[src/rtl/phase_scheduler.sv]
// Four-approach intersection phase scheduler: round-robin green with min/max green, yellow and all-red.
// Emergency preemption is compiled in only when PHASE_SCHED_EC_EN is defined.
module phase_scheduler #(
  parameter int GREEN_MIN = 4,
  parameter int GREEN_MAX = 10,
  parameter int YELLOW_T  = 3,
  parameter int ALLRED_T  = 2,
  parameter int CW        = 4
) (
  input  logic       clk,
  input  logic       rst,
  input  logic [3:0] req,
  input  logic       ec,
  input  logic [1:0] ec_dir,
  output logic [3:0] grant,
  output logic [7:0] light,
  output logic [1:0] phase
);

  typedef enum logic [1:0] {
    IDLE   = 2'd0,
    GREEN  = 2'd1,
    YELLOW = 2'd2,
    ALLRED = 2'd3
  } state_t;

  localparam logic [CW-1:0] GMIN_LAST = CW'(GREEN_MIN - 1);
  localparam logic [CW-1:0] GMAX_LAST = CW'(GREEN_MAX - 1);
  localparam logic [CW-1:0] Y_LAST    = CW'(YELLOW_T - 1);
  localparam logic [CW-1:0] AR_LAST   = CW'(ALLRED_T - 1);

  state_t        state, state_n;
  logic [1:0]    cur, cur_n, ptr, ptr_n, picked;
  logic [CW-1:0] cnt, cnt_n;
  logic [3:0]    grant_n;
  logic [7:0]    light_n;
  logic          other, leave, ec_on;

`ifdef PHASE_SCHED_EC_EN
  assign ec_on = ec;
`else
  logic unused_ec;
  assign ec_on     = 1'b0;
  assign unused_ec = ec;
`endif

  // First requester after ptr; the smallest offset wins, ptr itself is scanned last.
  function automatic logic [1:0] pick(input logic [3:0] r, input logic [1:0] p);
    logic [1:0] idx;
    pick = p;
    for (int k = 4; k >= 1; k--) begin
      idx = p + 2'(k);
      if (r[idx]) pick = idx;
    end
  endfunction

  assign picked = pick(req, ptr);
  assign other  = |(req & ~(4'b0001 << cur));

  always_comb begin
    state_n = state;
    cur_n   = cur;
    ptr_n   = ptr;
    leave   = 1'b0;
    case (state)
      IDLE, ALLRED: begin
        if (state == IDLE || cnt == AR_LAST) begin
          if (ec_on) begin
            state_n = GREEN;
            cur_n   = ec_dir;
            ptr_n   = ec_dir;
          end else if (|req) begin
            state_n = GREEN;
            cur_n   = picked;
            ptr_n   = picked;
          end else begin
            state_n = IDLE;
          end
        end
      end
      GREEN: begin
        leave = ((cnt >= GMIN_LAST) && !req[cur]) || ((cnt >= GMAX_LAST) && other);
        // An active emergency overrides the timers: yield unless we are the emergency approach.
        if (ec_on) leave = (cur != ec_dir);
        if (leave) state_n = YELLOW;
      end
      YELLOW: begin
        if (cnt == Y_LAST) state_n = ALLRED;
      end
      default: state_n = IDLE;
    endcase

    cnt_n = (state_n != state) ? '0 : ((&cnt) ? cnt : cnt + CW'(1));

    grant_n = '0;
    light_n = '0;
    if (state_n == GREEN) begin
      grant_n = 4'b0001 << cur_n;
      light_n = 8'b0000_0010 << {cur_n, 1'b0};
    end else if (state_n == YELLOW) begin
      light_n = 8'b0000_0001 << {cur_n, 1'b0};
    end
  end

  always_ff @(posedge clk or posedge rst) begin
    if (rst) begin
      state <= IDLE;
      cur   <= 2'd0;
      ptr   <= 2'd3;
      cnt   <= '0;
      grant <= 4'd0;
      light <= 8'h00;
      phase <= 2'd0;
    end else begin
      state <= state_n;
      cur   <= cur_n;
      ptr   <= ptr_n;
      cnt   <= cnt_n;
      grant <= grant_n;
      light <= light_n;
      phase <= state_n;
    end
  end

endmodule

[config.mk]
export PLATFORM = sky130hd
export DESIGN_NAME = phase_scheduler
export DESIGN_NICKNAME = d
export VERILOG_FILES = /design/src/rtl/phase_scheduler.sv
export SDC_FILE = /design/constraint.sdc
export NUM_CORES = 1
export LEC_CHECK = 0
export ABC_CLOCK_PERIOD_IN_PS = 3100
export CAP_MARGIN = 10
export CORE_UTILIZATION = 42
export CTS_CLUSTER_SIZE = 10
export DETAILED_ROUTE_END_ITERATION = 6
export GPL_ROUTABILITY_DRIVEN = 0
export PLACE_DENSITY_LB_ADDON = 0.15
export SKIP_LAST_GASP = 1
export SYNTH_ARGS = -nofsm -noshare
export SYNTH_HDL_FRONTEND = slang
export SYNTH_SLANG_ARGS = --single-unit
[constraint.sdc]
create_clock -name clk -period 3.1 [get_ports clk]
set_input_delay 0.62 -clock clk [delete_from_list [all_inputs] [get_ports clk]]
set_output_delay 0.62 -clock clk [all_outputs]
set_load 0.005 [all_outputs]
**Word level (Yosys, flattened, before mapping)**

Cells that the tools add are included.

- Add/subtract/negate cells: 4
- $mul: 0
- Div/mod/pow operators: 0
- Order comparisons: 6
- Equality and inequality tests: 9
- Shifts and indexed selects: 4
- Mux-type cells: 25
- Bitwise operators: 2
- Reductions and logical operators: 11

Operators with widths:

| cell | count |
|---|---|
| $mux 2 | 9 |
| $mux 8 | 2 |
| $lt 2x3->1 const B | 4 |
| $mux 4 | 3 |
| $bmux 1 s2 | 4 |
| $reduce_or 4->1 | 2 |
| $shl 1x2->4 const A | 2 |
| $shl 1x3->8 const A | 1 |
| $shl 2x3->8 const A | 1 |
| $eq 2x2->1 const B | 3 |
| $mux 1 | 6 |
| $pmux 2 s3 | 1 |
| $add 2x2->2 const B | 2 |
| $add 4x1->4 const B | 1 |
| $and 4x4->4 | 1 |
| $eq 2x1->1 const B | 2 |
| $eq 4x1->1 const B | 1 |
| $eq 4x2->1 const B | 1 |
| $ge 4x2->1 const B | 1 |
| $ge 4x4->1 const B | 1 |
| $not 4->4 | 1 |
| $reduce_and 4->1 | 1 |
| $reduce_and 3->1 | 1 |
| $add 2x1->2 const B | 1 |
| 7 further kinds | 9 |

- Register bits: 22
- Bits in latches: 0
- Memory bits (writable): 0
- Bits in read-only memories: 0
- Input bits: 9
- Output and inout bits: 14
- Word-level logic and storage cells: 67
- Memories kept: 0

**Depth between registers and ports, before layout**

- Word-level depth: 12
- Mapped depth: 8
- Gate-level depth less buffers: 7

**Least setup slack after synthesis**

OpenSTA, ideal clock, no wires.

- Kind: reg2reg
- Start point: reg state[0]
- End point: reg grant[3]
- Library setup time: 0.132 ns
- Arrival time: 2.041 ns
- Required time: 2.968 ns
- Slack: 0.927 ns
- Stages on the path, launching flop included: 9
- Path buffers: 2
- Clock period less this slack: 2.173 ns
- Cells stage by stage: dfrtp_1 > clkbuf_1 > inv_1 > ha_1 > clkbuf_1 > nand2_1 > o221a_2 > a41oi_1 > nor2_1

- Cells in the longest elaborated chain, start to end: 6
- Elaborated cells between the ends (all ways): 15
- Classes of those cells: eq/ne (4); shift (1); mux (7); reduce/logical (3)

RTL lines:

| item | RTL line | source |
|---|---|---|
| from (decl) | 32 | `state_t state, state_n;` |
| from (signal assigned) | 115 | `state <= state_n;` |
| $logic_not 2->1 | 65, 67 |  |
| $logic_or 1x1->1 | 67 | `if (state == IDLE \|\| cnt == AR_LAST) begin` |
| $mux 2 | 67 |  |
| $pmux 2 s3 or $mux 2 (tied branches) | 65 | `case (state)` |
| $eq 2x1->1 or $shl 1x2->4 (tied branches) | 97, 98 |  |
| $mux 4 (*) | 97 | `if (state_n == GREEN) begin` |
| net grant_n[3] | 35 | `logic [3:0] grant_n;` |
| to (signal assigned) | 119 | `grant <= grant_n;` |
| to (decl) | 15 | `output logic [3:0] grant,` |

The timed path passes the listed nets; every way through them passes the cells marked *.
A chain may end at the register's enable or synchronous reset.

**Final worst setup path**

- Start point: in req[3]
- End point: reg light[3]

- Cells in the longest elaborated chain, start to end: 11
- Elaborated cells between the ends (all ways): 32
- Classes of those cells: eq/ne (2); shift (2); mux (21); bitwise (1); reduce/logical (6)

RTL lines:

| item | RTL line | source |
|---|---|---|
| from (decl) | 12 | `input logic [3:0] req,` |
| $bmux 1 s2, on equally long branches | 53, 82 |  |
| $mux 1, on equally long branches | 53, 82 |  |
| $mux 2 or $logic_not 1->1 (tied branches) | 53, 82 |  |
| $mux 2 or $logic_and 1x1->1 (tied branches) | 53, 82 |  |
| $mux 2 or $logic_or 1x1->1 (tied branches) | 53, 82 |  |
| $mux 2 or $mux 1 (tied branches) | 72, 65 |  |
| $mux 2, on equally long branches | 67, 85 |  |
| $mux 2 or $pmux 2 s3 (tied branches) | 65 |  |
| $shl 1x3->8 or $eq 2x2->1 (tied branches) | 101, 100 |  |
| $mux 8 | 100 | `end else if (state_n == YELLOW) begin` |
| $mux 8 (*) | 97 |  |
| to (signal assigned) | 120 | `light <= light_n;` |
| to (decl) | 16 | `output logic [7:0] light,` |

Mark *: on every way between the ends. The rest lies on a longest branch, timed or not. The select of a mux whose other input is x is not followed.

==> results.rst <==
.. list-table::
   :header-rows: 1

   * - Metric
     - Value
   * - Crit path kind
     - input port to flip-flop
   * - Netlist cell types
     - a little over 50
   * - Worst hold path class
     - flip-flop to flip-flop
   * - Clock net sink count
     - 18
   * - Count of input and output buffers
     - 19
   * - CP startpoint kind
     - input port
   * - Pin count of the biggest net entering global routing
     - 19
   * - Effective utilization at floorplan
     - a little under half
   * - Syn_nets
     - roughly 160
   * - Die ar.
     - approximately 3300 um2
   * - FF+latch count, synth
     - 18
   * - Overall overflow remaining after global route
     - 0
   * - Clock insertion delay at the later pin of the skew report
     - 0.29 ns
   * - Number of warnings issued by yosys
     - 0
   * - Data arrival time of the worst path
     - 2.61 ns
   * - Final setup TNS
     - 0 ns
   * - Layout Cell Area excl Fill
     - around 1500 um2
   * - Number of placed I/O pins
     - 23
   * - Area after detailed placement
     - 1470 um2
   * - # rows
     - 19
   * - Fraction of synthesis flops using an asynchronous set or reset pin
     - 100%
   * - CP peak stage delay
     - 0.57 ns
   * - Clock-pin slew on the worst setup and hold paths
     - 0.10 ns
   * - Post-Syn Instances
     - ~140
   * - Global router's overall resource usage
     - between 10% and 20%
   * - Kind of end point of the critical path
     - flip-flop
   * - Layout cells sized above 1
     - ~8.3%
   * - Violated checks
     - design-rule violations
   * - Final setup violating endpoints
     - 0
   * - Required @ worst endpoint
     - 3.27 ns
   * - Total power after layout
     - around 1.5 mW
   * - Clock tree from TritonCTS
     - yes
   * - Height of the chip
     - 57.7 um
   * - Post-placement setup slack
     - ~0.35 ns
   * - CTS root buf
     - sky130_fd_sc_hd__clkbuf_4
   * - Number of synthesized flops with an enable pin
     - 0
   * - Share of the core filled with cells in the final layout
     - between 50% and 60%
   * - Wire length reported by the detailed router
     - ~2800 um
   * - Worst-case headroom to the max-slew limit
     - between 50% and 60%
   * - CP top delay family
     - simple AND/OR/NAND/NOR gates
   * - Pre-Repair DR Iteration Count
     - 6
   * - Worst hold slack after final layout
     - between 0.5 and 0.6 ns
   * - Number of cells in the finished layout apart from fillers
     - ~190
   * - Maximum net fanout on the critical path
     - 10
   * - Number of nets in the layout
     - 173
   * - Final worst path period need
     - approximately 2.4 ns
   * - Layout fillers
     - around 270
   * - Cell chain of the critical path
     - clkdlybuf4s50_1, nor4_1, o211ai_1, and2_1, a41oi_1, nor2_1
   * - Depth of the CTS H-tree
     - 1
   * - Placed cells
     - 183
   * - Slowest stage cell, crit path
     - sky130_fd_sc_hd__clkdlybuf4s50_1
   * - Via Count
     - between 1,000 and 1,500
   * - Wire length of the first global-routing pass
     - slightly below 5000 um
   * - Status
     - finished with violations
   * - Number of global-route vias before repair
     - between 1,000 and 1,500
   * - Ant diodes
     - 0
   * - Avg Vias per Cell
     - between 6 and 7
   * - Worst-Margin Slew
     - roughly 0.66 ns
   * - Setup slack of the critical path after layout
     - 0.666 ns
   * - Count of buffer and inverter cells on the critical path
     - 1
   * - Largest vdd supply drop
     - between 0.0004 and 0.0005 V
   * - Max Clock Freq
     - slightly above 400 MHz
   * - Static leakage power
     - 0.623 nW
   * - Number of buffers on the longest clock path
     - 2
   * - Setup Fix Bufs, Post-CTS
     - 0
   * - Part of the Yosys area used for sequential elements
     - around a third
   * - Area fraction of the dominant cell type after synthesis
     - around 30%
   * - Hold-fix buffers, CTS
     - 0
   * - DRC violation count after routing
     - 3
   * - CORE AREA
     - about 2900 um2
   * - Final-report max-slew violation count
     - 0
   * - Final worst clock skew
     - ~0.0053 ns
   * - Die X
     - about 58 um
   * - Total of max-cap violations
     - 0
   * - Antenna Nets Post-Route
     - 0
   * - Post-Synthesis Cell Area
     - 1300 um2
   * - Number of antenna violations at the first check in global routing
     - 0
   * - PD cells
     - between 900 and 1000 nW/um2
   * - Detail Placement HPWL
     - about 2200 um
   * - Layout overhead on the synthesized area
     - 15.4%
   * - Most used DFF post-synth
     - sky130_fd_sc_hd__dfrtp_1
   * - Cell type with the highest aggregate area in the netlist
     - sky130_fd_sc_hd__dfrtp_1
   * - Unrepaired setup endpoints after global routing
     - false
   * - Total of cells resized after clock tree synthesis
     - 0
   * - Hold Vio Cnt, Final
     - 0
   * - Final critical-path share of the clock period
     - 78.5%
   * - TritonCTS buffer count
     - 3
   * - Ranking of synthesized cells by area
     - sky130_fd_sc_hd__dfrtp_1, sky130_fd_sc_hd__ha_1, sky130_fd_sc_hd__dfstp_2
   * - Wirelength per Cell
     - approximately 15 um
   * - Drt first-iter violations
     - between 60 and 70
   * - Post-Synthesis Mean Instance Area
     - around 9.1 um2
## state kept, by name, summed over array words and instances, names as in the netlist
name / count
state: 2
cur: 2
grant: 1
ptr: 2
light: 7
cnt: 4
## worst min-delay path: cells and delay by family, from the launching register on
| family | cells | cell delay [ns] |
|---|---|---|
| flops | 1 | 0.39 |
| buf+inv | 1 | 0.08 |
| compound gates | 1 | 0.07 |
## cell type report
class	count	area [um2]	share of cell area (%)
sequential	18	453	30.1
timing repair buffer	19	190	12.6
inverter	13	48.8	3.24
tap	31	38.8	2.58
clock buffer	4	36.3	2.41
multi-input combinational	102	737	49.0
## report_power, final
group          leakage [nW]  switching, mW  internal [mW]
combinational         0.371          0.488          0.406
clock                0.0210         0.0708         0.0717
sequential            0.231          0.117          0.331
## layer usage
metal	GRT usage (%)	vias up	share of wire (%)
met3	5.13	11	4.4
met5	0	-	0
li1	-	557	-
met1	21.7	549	42
met4	7.82	0	3.3
met2	33.2	32	51
## cells in the mapped netlist, drive strengths merged (2+ instances only)
master	count
inv	13
clkbuf	3
a21oi	7
xnor2	2
and2	2
o21ai	8
dfstp	2
dfrtp	16
ha	7
o211ai	3
a32oi	3
o22ai	2
nand4	3
nand2	7
nor3	3
nor3b	5
nand3	4
buf	7
nor2	14
a41oi	2
mux2i	4
## worst paths after layout
check | slack (ns) | depth (start not counted) | endpoint | from
max in group asynchronous | 1.96 | 2 | light[0] | rst
worst max-delay path | 0.67 | 6 | light[3] | req[3]
worst min-delay path | 0.54 | 2 | ptr[0] | ptr[0]
worst max register to register | 0.74 | 6 | light[3] | state[0]
worst min register to register | 0.54 | 2 | ptr[0] | ptr[0]
min in group asynchronous | 0.71 | 2 | cur[0] | rst
## placed cells by master (no fill, tap or decap), types with 2 or more instances in the layout
cell type,instances
sky130_fd_sc_hd__clkdlybuf4s50_1,19
sky130_fd_sc_hd__dfrtp_1,16
sky130_fd_sc_hd__nor2_1,14
sky130_fd_sc_hd__inv_1,13
sky130_fd_sc_hd__nand2_1,7
sky130_fd_sc_hd__a21oi_1,7
sky130_fd_sc_hd__ha_1,7
sky130_fd_sc_hd__o21ai_0,6
sky130_fd_sc_hd__nor3b_1,5
sky130_fd_sc_hd__nand3_1,4
sky130_fd_sc_hd__mux2i_1,4
sky130_fd_sc_hd__nor3_1,3
sky130_fd_sc_hd__nand4_1,3
sky130_fd_sc_hd__a32oi_1,3
sky130_fd_sc_hd__clkbuf_4,3
sky130_fd_sc_hd__xnor2_1,2
sky130_fd_sc_hd__o21ai_1,2
sky130_fd_sc_hd__and2_1,2
sky130_fd_sc_hd__o211ai_1,2
sky130_fd_sc_hd__a41oi_1,2
sky130_fd_sc_hd__o22ai_1,2
sky130_fd_sc_hd__dfstp_2,2
## cell families (layout without fill, tap and decap cells)
group | count (synthesis) | count (layout) | share of synthesized area (%)
XOR/XNOR | 2 | 2 | 1.34
AO/OA/AOI/OAI | 39 | 39 | 23.0
AND/OR/NAND/NOR | 49 | 49 | 20.6
multiplexers | 5 | 5 | 4.80
flip-flops | 18 | 18 | 34.7
buffers and inverters | 23 | 36 | 8.73
adder cells (fa/ha/maj) | 7 | 7 | 6.72
(Power assumes the default switching activity.)
